--- src/rtl/mat4_vec_sequencer_pkg.sv ---
// Shared constants and state encoding for the matrix-vector sequencer.
package mat4_vec_sequencer_pkg;
  localparam int DATA_W        = 16;
  localparam int N             = 4;
  localparam int WORDS_PER_JOB = 20;   // 16 matrix words + 4 vector words
  localparam int WCNT_W        = 5;
  localparam int VEC_BASE      = N * N; // buffer slot of v[0]

  typedef enum logic [1:0] {
    ST_LOAD    = 2'd0,
    ST_COMPUTE = 2'd1,
    ST_OUTPUT  = 2'd2
  } state_e;
endpackage

--- src/rtl/mat4_vec_buffer.sv ---
// 20x16 job buffer: one write port by word count, one matrix-row read and
// one vector read. Contents are never cleared; every slot is rewritten
// before a job reads it, so no reset is needed on the storage.
module mat4_vec_buffer
  import mat4_vec_sequencer_pkg::*;
(
  input  logic                          clk,
  input  logic                          we,
  input  logic [WCNT_W-1:0]             waddr,
  input  logic [DATA_W-1:0]             wdata,
  input  logic [1:0]                    rrow,
  output logic [N-1:0][DATA_W-1:0]      row_data,
  output logic [N-1:0][DATA_W-1:0]      vec_data
);
  logic [WORDS_PER_JOB-1:0][DATA_W-1:0] mem_q, mem_d;

  // Next storage contents: write the accepted word into its slot.
  always_comb begin
    mem_d = mem_q;
    if (we) mem_d[waddr] = wdata;
  end

  // Storage flops.
  always_ff @(posedge clk) begin
    mem_q <= mem_d;
  end

  // Per-lane read taps: row r lives at slots 4r..4r+3, vector at 16..19.
  for (genvar g = 0; g < N; g++) begin : g_lane
    localparam logic [1:0] COL = 2'(g);
    assign row_data[g] = mem_q[{rrow, COL}];
    assign vec_data[g] = mem_q[VEC_BASE + g];
  end
endmodule

--- src/rtl/mat4_vec_sequencer.sv ---
// Streams in a 4x4 matrix and vector, drives one row per cycle into the
// external dot-product unit, captures the four scalars and streams them out.
module mat4_vec_sequencer #(
  parameter int DATA_W = 16,
  parameter int N      = 4
) (
  input  logic              clk,
  input  logic              rst,
  input  logic              in_valid,
  output logic              in_ready,
  input  logic [DATA_W-1:0] in_data,
  output logic              out_valid,
  input  logic              out_ready,
  output logic [DATA_W-1:0] out_data,
  output logic              out_last,
  output logic [DATA_W-1:0] dp_a0,
  output logic [DATA_W-1:0] dp_a1,
  output logic [DATA_W-1:0] dp_a2,
  output logic [DATA_W-1:0] dp_a3,
  output logic [DATA_W-1:0] dp_b0,
  output logic [DATA_W-1:0] dp_b1,
  output logic [DATA_W-1:0] dp_b2,
  output logic [DATA_W-1:0] dp_b3,
  input  logic [DATA_W-1:0] dp_c,
  output logic              busy
);
  import mat4_vec_sequencer_pkg::*;

  localparam logic [WCNT_W-1:0] LAST_WORD = WCNT_W'(WORDS_PER_JOB - 1);
  localparam logic [1:0]        LAST_IDX  = 2'(N - 1);

  state_e                      state_q, state_d;
  logic [WCNT_W-1:0]           wcnt_q, wcnt_d;
  logic [1:0]                  r_q, r_d;
  logic [1:0]                  ocnt_q, ocnt_d;
  logic [N-1:0][DATA_W-1:0]    res_q, res_d;
  logic [N-1:0][DATA_W-1:0]    row_data, vec_data, dp_a, dp_b;
  logic                        in_fire, out_fire, computing;

  assign in_ready  = (state_q == ST_LOAD);
  assign out_valid = (state_q == ST_OUTPUT);
  assign computing = (state_q == ST_COMPUTE);
  assign busy      = !in_ready;
  assign in_fire   = in_valid && in_ready;
  assign out_fire  = out_valid && out_ready;
  assign out_data  = out_valid ? res_q[ocnt_q] : '0;
  assign out_last  = out_valid && (ocnt_q == LAST_IDX);

  mat4_vec_buffer u_buf (
    .clk      (clk),
    .we       (in_fire),
    .waddr    (wcnt_q),
    .wdata    (in_data),
    .rrow     (r_q),
    .row_data (row_data),
    .vec_data (vec_data)
  );

  // Operands are held at zero outside COMPUTE so the dot-product unit idles.
  assign dp_a  = computing ? row_data : '0;
  assign dp_b  = computing ? vec_data : '0;
  assign dp_a0 = dp_a[0];
  assign dp_a1 = dp_a[1];
  assign dp_a2 = dp_a[2];
  assign dp_a3 = dp_a[3];
  assign dp_b0 = dp_b[0];
  assign dp_b1 = dp_b[1];
  assign dp_b2 = dp_b[2];
  assign dp_b3 = dp_b[3];

  // Next-state logic: load 20 words, compute 4 rows, emit 4 results.
  always_comb begin
    state_d = state_q;
    wcnt_d  = wcnt_q;
    r_d     = r_q;
    ocnt_d  = ocnt_q;
    res_d   = res_q;
    unique case (state_q)
      ST_LOAD: begin
        if (in_fire) begin
          if (wcnt_q == LAST_WORD) begin
            wcnt_d  = '0;
            r_d     = '0;
            state_d = ST_COMPUTE;
          end else begin
            wcnt_d = wcnt_q + 1'b1;
          end
        end
      end
      ST_COMPUTE: begin
        res_d[r_q] = dp_c;
        r_d        = r_q + 1'b1;
        if (r_q == LAST_IDX) begin
          ocnt_d  = '0;
          state_d = ST_OUTPUT;
        end
      end
      ST_OUTPUT: begin
        if (out_fire) begin
          ocnt_d = ocnt_q + 1'b1;
          if (ocnt_q == LAST_IDX) begin
            wcnt_d  = '0;
            state_d = ST_LOAD;
          end
        end
      end
      default: state_d = ST_LOAD;
    endcase
  end

  // State, counters and result registers; reset abandons any job in flight.
  always_ff @(posedge clk) begin
    if (rst) begin
      state_q <= ST_LOAD;
      wcnt_q  <= '0;
      r_q     <= '0;
      ocnt_q  <= '0;
      res_q   <= '0;
    end else begin
      state_q <= state_d;
      wcnt_q  <= wcnt_d;
      r_q     <= r_d;
      ocnt_q  <= ocnt_d;
      res_q   <= res_d;
    end
  end
endmodule

--- config.mk ---
export PLATFORM = sky130hd
export DESIGN_NAME = mat4_vec_sequencer
export DESIGN_NICKNAME = d
export VERILOG_FILES = /design/src/rtl/mat4_vec_sequencer_pkg.sv /design/src/rtl/mat4_vec_buffer.sv /design/src/rtl/mat4_vec_sequencer.sv
export SDC_FILE = /design/constraint.sdc
export NUM_CORES = 1
export LEC_CHECK = 0
export ABC_AREA = 0
export BUFFER_PORTS_ARGS = -buffer_cell sky130_fd_sc_hd__buf_2
export CAP_MARGIN = 25
export CORE_MARGIN = 10
export CORE_UTILIZATION = 35
export CTS_CLUSTER_SIZE = 20
export DETAILED_ROUTE_END_ITERATION = 10
export REMOVE_ABC_BUFFERS = 1
export SYNTH_ARGS = -nofsm -noshare
export SYNTH_HDL_FRONTEND = slang
export SYNTH_SLANG_ARGS = --single-unit
export TNS_END_PERCENT = 5
--- constraint.sdc ---
create_clock -name clk -period 3.43 [get_ports clk]
set_clock_uncertainty 0.2 [all_clocks]
set_input_delay 0.343 -clock clk [delete_from_list [all_inputs] [get_ports clk]]
set_output_delay 0.343 -clock clk [all_outputs]
set_load 0.1 [all_outputs]
==> impl_metrics.ini, run 1 <==
[grt]
grtUsageTotal_pct = 14.14
grt_max_degree = 79
grt_pass1_wl_mm = 57.75
grt_overflow_total = 0
antenna_found_initial = 0
grt_pass1_vias = 9117

[placed_design]
io_buffer_count = 183
place.gp.congestion = 0.7798
hpwl_mm = 24.08
dp_cells = 1727

[detailed_routing]
route.vias.total = 8924
routed_via_density = 4.925
wire_per_inst_um = 21.09
drtIter0Drc = 777
routed_wl_mm = 38.22
ant_nets = 0
first_pass_iters = 5
drc = 0

[final_layout]
mostFrequentLayoutCell = edfxtp_1
stdcell_count = 1812
drive_gt1_share_pct = 30.08
mostFrequentLayoutCells = edfxtp_1, buf_2, and2_1, nand2_1, mux4_2
nets = 1242
syn_to_final_growth_pct = 20.29
antenna_cells = 0

[timing]
fin_crit_ns = 3.083
worstMarginPinSlew_ns = 0.8146
hold_viol_final = 0
maxSlewViolCount = 0
setup_viol = 0
final.setup.tns_ns = 0
fin_hold_ws_ns = 0.05373
finalCritPeriodShare_pct = 89.88
rsz0062_at_grt = no
clock.fmax_ghz = 0.3244
slew-limit-headroom_pct = 45.69

[critical_path]
rr_worst_depth = 4
reg2reg_from = state_q[1]
critPathArrivalTime_ns = 2.54
cp_max_fo = 20
cp-startpoint = state_q[1]
worstSetupPathType = reg2out
cpPeakStageDelay_ns = 0.72
worst-path-buf-inv = 2
crit_family = buffers and inverters
worst_setup_path_start_kind = flop
path_cells = nand2b_1, clkinvlp_4, and2_1, buf_2
slowest_stage = dfxtp_1
rrSetupSlack_ns = 0.98
timing.rr.end = u_buf.vec_data[8]
crit_path_end_kind = output pin
critical_path_required_ns = 2.89

[power_and_ir_drop]
power.internal_w = 0.007754
clkPwrFrac_pct = 44.2
leakage_nw = 6.552
vdd.ir_drop.worst_mv = 0.3195
power.density_mw_per_mm2 = 518.4
power_frac_seq_pct = 53.7
finalPower_w = 0.009720
p_switching_w = 0.001966
switching_share_pct = 20.23
combPwrFrac_pct = 2.1

[synthesis]
syn-cell-area_mm2 = 0.01559
synthCells = 974
yosysWarningCount = 0
synthDistinctLibCells = 36
ys_seq_area_share_pct = 71.28
syn_avg_cell_area_um2 = 16.00
synth.ff_latch_count = 395

[cts]
cts_buffers = 42
clock_latency_ns = 0.56
root_buffer = clkbuf_16
cts_max_level = 2
cts.sinks = 395
post_cts_buffers = 0
cts_tree = yes
clockBufferDepth = 3
path_clk_slew_ns = 0.06

[floorplanning]
start_util_pct = 35.33
ios = 184
die_h_um = 231.0
core_region_area_mm2 = 0.04412
dieArea_mm2 = 0.05338
rows = 77
fp.dieW_um = 231.0

[status]
status = completed

[min_path]
hold_start = in_data[5]
holdPathEnd = u_buf.vec_data[21]
hp-class = in2reg
holdPathStages = 1

[flow_run]
max_cap_violations = 0
## synth_stat cells
library cell  count  area, µm²
mux4_2           80       1802
inv_1             8      30.03
nor2b_1           1      6.260
and3b_1           4      35.03
a31oi_1           1      6.260
a311oi_1          1      8.760
o211ai_1          2      15.01
clkbuf_2          2      10.01
nand3b_1          6      45.04
buf_2            21      105.1
a21oi_1          71      355.3
edfxtp_1        320       9609
and2_1          145      907.1
nor2_1           22      82.58
ha_1              9      112.6
o22ai_1           1      6.260
a2bb2oi_1         1      8.760
buf_6             7      78.83
o21ai_0           2      10.01
or3_1             1      6.260
nand2b_1          4      25.02
or3b_2            3      26.28
a211oi_1          2      15.01
xor2_1            1      8.760
clkbuf_1         27      101.4
a22oi_1           1      7.510
nand4bb_1         2      22.52
nand3_1           9      45.04
nand2_1         135      506.7
or2_2             2      12.51
nor3b_1           1      7.510
buf_4             3      22.52
nand4b_1          1      8.760
dfxtp_1          75       1501
nor3b_4           1      18.77
a41oi_1           2      17.52
## area by class of cell
cell class | count | area [µm²]
flip-flops and latches | 395 | 11120
inverters | 8 | 33.78
multi-input cells | 511 | 4141
fillers | 4025 | 25370
repair buffers | 239 | 1431
clock inverters | 18 | 210.2
well taps | 592 | 740.7
clock buffers | 49 | 1077
## per-stage QoR
| stage | util, % | worst slack, ns | cell area, µm² |
|---|---|---|---|
| after floorplan | - | -1.376 | 15270 |
| after global placement | 39.16 | 0.9065 | 17280 |
| after detailed placement | 39.16 | 0.7688 | 17280 |
| after CTS | 42.49 | 0.1303 | 18750 |
| after global routing | 42.49 | 0.1834 | 18750 |
| final | 42.49 | 0.3470 | 18750 |
## registers in the layout (all words and copies together) (netlist names)
| register | count |
|---|---|
| u_buf.mem_q | 256 |
| res_q | 64 |
| u_buf.vec_data | 64 |
| wcnt_q | 5 |
| ocnt_q | 2 |
| r_q | 2 |
| state_q | 2 |
## power by group through the flow
stage          registers [W]  clock network [W]   logic, W
2_1_floorplan        0.00532                  0  0.0000502
3_3_place_gp         0.00532                  0   0.000191
3_5_place_dp         0.00532                  0   0.000195
4_1_cts              0.00522            0.00443   0.000211
5_1_grt              0.00522            0.00462   0.000226
6_report             0.00522            0.00430   0.000206
## cell families (layout without fill, tap and decap cells)
family | Yosys count | count (layout) | share of synthesized area, %
AO/OA/AOI/OAI | 84 | 84 | 2.890
XOR/XNOR | 1 | 1 | 0.05620
adder cells (fa/ha/maj) | 9 | 9 | 0.7224
buffers and inverters | 68 | 314 | 2.232
flip-flops | 395 | 395 | 71.28
multiplexers | 80 | 80 | 11.56
AND/OR/NAND/NOR | 337 | 337 | 11.26
## how the worst max path moves through the flow
stage | endpoint | slack, ns | cells after the start
2_1_floorplan | dp_a0[0] | -1.38 | 2
3_3_place_gp | dp_a1[7] | 0.91 | 4
3_5_place_dp | out_data[12] | 0.77 | 4
4_1_cts | out_data[8] | 0.13 | 4
5_1_grt | out_data[8] | 0.18 | 4
6_report | out_data[7] | 0.35 | 4
## worst reg2reg max path, stage by stage (launching register included)
cell	delay [ns]
dfxtp_1	0.50
nor3b_4	0.44
nand2_1	0.23
nor2_2	0.46
buf_4	0.30
## layer usage
layer	up-vias	global-route usage, %	part of all wire (%)
met1	4565	18.46	43
met5	-	0	0
met2	276	23.30	48
li1	4040	-	-
met4	0	3.947	1.7
met3	43	3.188	6.5
## repair_timing
action / in CTS / in global routing
hold buffers: 18 / 0
endpoints found under the setup margin: 0 / 3
gates resized for setup: 0 / 1
endpoints found under the hold margin: 69 / 0
(Power assumes the default switching activity.)
==> run 2: changes to the inputs <==
--- a/config.mk
+++ b/config.mk
@@ -8,6 +8,7 @@
 export ABC_AREA = 0
 export BUFFER_PORTS_ARGS = -buffer_cell sky130_fd_sc_hd__buf_2
 export CAP_MARGIN = 25
+export CORE_ASPECT_RATIO = 0.6
 export CORE_MARGIN = 10
 export CORE_UTILIZATION = 35
 export CTS_CLUSTER_SIZE = 20
==> impl_metrics.ini, run 2 (synthesis gave the netlist of run 1 again) <==
[final_layout]
max_flop_register = u_buf.mem_q
mostFrequentLayoutCells = edfxtp_1, buf_2, and2_1, nand2_1, mux4_2
mostFrequentLayoutCell = edfxtp_1
syn_to_final_growth_pct = 19.59
drive_gt1_share_pct = 29.65
largest_register_ffs = 256
fillers = 3959
nets = 1238

[timing]
final.setup.tns_ns = 0
fin_crit_ns = 2.983
worstMarginPinSlew_ns = 0.8623
setup_viol = 0
clock.fmax_ghz = 0.3352
slew-limit-headroom_pct = 42.51
rsz0062_at_grt = no
finalCritPeriodShare_pct = 86.98
maxSlewViolCount = 0
hold_viol_final = 0
fin_hold_ws_ns = 0.08014

[detailed_routing]
drc = 0
route.vias.total = 8935
routed_wl_mm = 38.12
ant_nets = 0
drtIter0Drc = 768
first_pass_iters = 5
wire_per_inst_um = 21.14
routed_via_density = 4.956

[critical_path]
worst_setup_path_start_kind = flop
cpPeakStageDelay_ns = 0.66
reg2reg_from = r_q[1]
cp_max_fo = 86
cp-startpoint = state_q[0]
critPathArrivalTime_ns = 2.44
critical_path_required_ns = 2.89
path_cells = nor2b_4, buf_12, and2_1, buf_2
crit_path_end_kind = output pin
worstSetupPathType = reg2out
slowest_stage = dfxtp_1

[grt]
grt_max_degree = 87
grt_pass1_vias = 9263
grt_pass1_wl_mm = 57.34
antenna_found_initial = 2
grtUsageMet3_pct = 2.931
grt_util_met2_pct = 22.88
groute.layer.met1.usage_pct = 18.68
grtUsageTotal_pct = 13.85
grt_overflow_total = 0
busiest_layer = met2

[flow_run]
max_cap_violations = 0

[floorplanning]
rows = 59
die_h_um = 183.5
ios = 184
dieArea_mm2 = 0.05365
core_region_area_mm2 = 0.04370
start_util_pct = 35.67
fp.dieW_um = 292.4

[min_path]
hp-class = in2reg
hold_start = in_data[0]

[placed_design]
io_buffer_count = 183
place.gp.congestion = 0.7975
hpwl_mm = 23.78

[cts]
cts_buffers = 39
cts_max_level = 2
cts_resized = 0
path_clk_slew_ns = 0.06
clock_latency_ns = 0.53
cts_tree = yes
clockBufferDepth = 3
cts.sinks = 395
root_buffer = clkbuf_16

[power_and_ir_drop]
vdd.ir_drop.worst_mv = 0.4108
leakage_nw = 6.510
power.density_mw_per_mm2 = 510.5

[status]
status = completed
-- run 2: changes by cell type in the layout (fill, tap and decap cells not counted), moves of 2 or more --
cell,previous run,this run
clkbuf_16,42,40
inv_16,2,0
diode_2,0,3
clkbuf_1,7,10
clkinvlp_2,0,2
clkinv_4,2,0
-- run 2: repair_timing --
action	CTS	global route
hold endpoints to repair	67	0
buffers inserted	0	0
hold buffers	18	0
-- run 2: metrics by stage --
| stage | util [%] | area [µm²] | power (W) | setup WS [ns] | cells |
|---|---|---|---|---|---|
| floorplan | - | 15270 | 0.005368 | -1.376 | 914 |
| global placement | 39.48 | 17250 | 0.005508 | 1.053 | 1713 |
| detailed placement | 39.48 | 17250 | 0.005514 | 0.9822 | 1713 |
| CTS | 42.64 | 18630 | 0.009636 | 0.4022 | 1800 |
| global route | 42.64 | 18630 | 0.009844 | 0.2792 | 1800 |
| finish | 42.65 | 18640 | 0.009516 | 0.4466 | 1803 |
-- run 2: layer usage --
metal  up-vias  share of wire [%]
met5         -                  0
met4         0                1.3
met3        43                5.5
met2       255                 48
met1      4585                 45
li1       4052                  -
-- run 2: worst max-delay path, delay by kind of cell (launching register included) --
| family | cells | cell delay (ns) |
|---|---|---|
| simple gates | 2 | 0.50 |
| flops | 1 | 0.66 |
| buf+inv | 2 | 0.69 |
-- run 2: area by class of cell --
type	count	area (µm²)	share of cell area, %
repair buffers	238	1424	7.639
flip-flops and latches	395	11120	59.63
multi-input cells	511	4139	22.20
clock inverters	19	161.4	0.8659
inverters	8	30.03	0.1611
well taps	579	724.4	3.886
clock buffers	50	1039	5.571
diodes	3	7.507	0.04027
-- run 2: path summary, 6_finish.rpt --
check	endpoint	slack [ns]	cells past startpoint
setup reg to reg	res_q[15]	1.24	6
setup / recovery	dp_a3[7]	0.45	4
hold reg to reg	res_q[43]	0.25	2
hold / removal	u_buf.mem_q[192]	0.08	1
-- run 2: power by group --
| group | switching (W) | internal (W) |
|---|---|---|
| registers | 0.00000989 | 0.00521 |
| logic | 0.000145 | 0.0000626 |
| clock network | 0.00179 | 0.00230 |
| total | 0.00194 | 0.00757 |
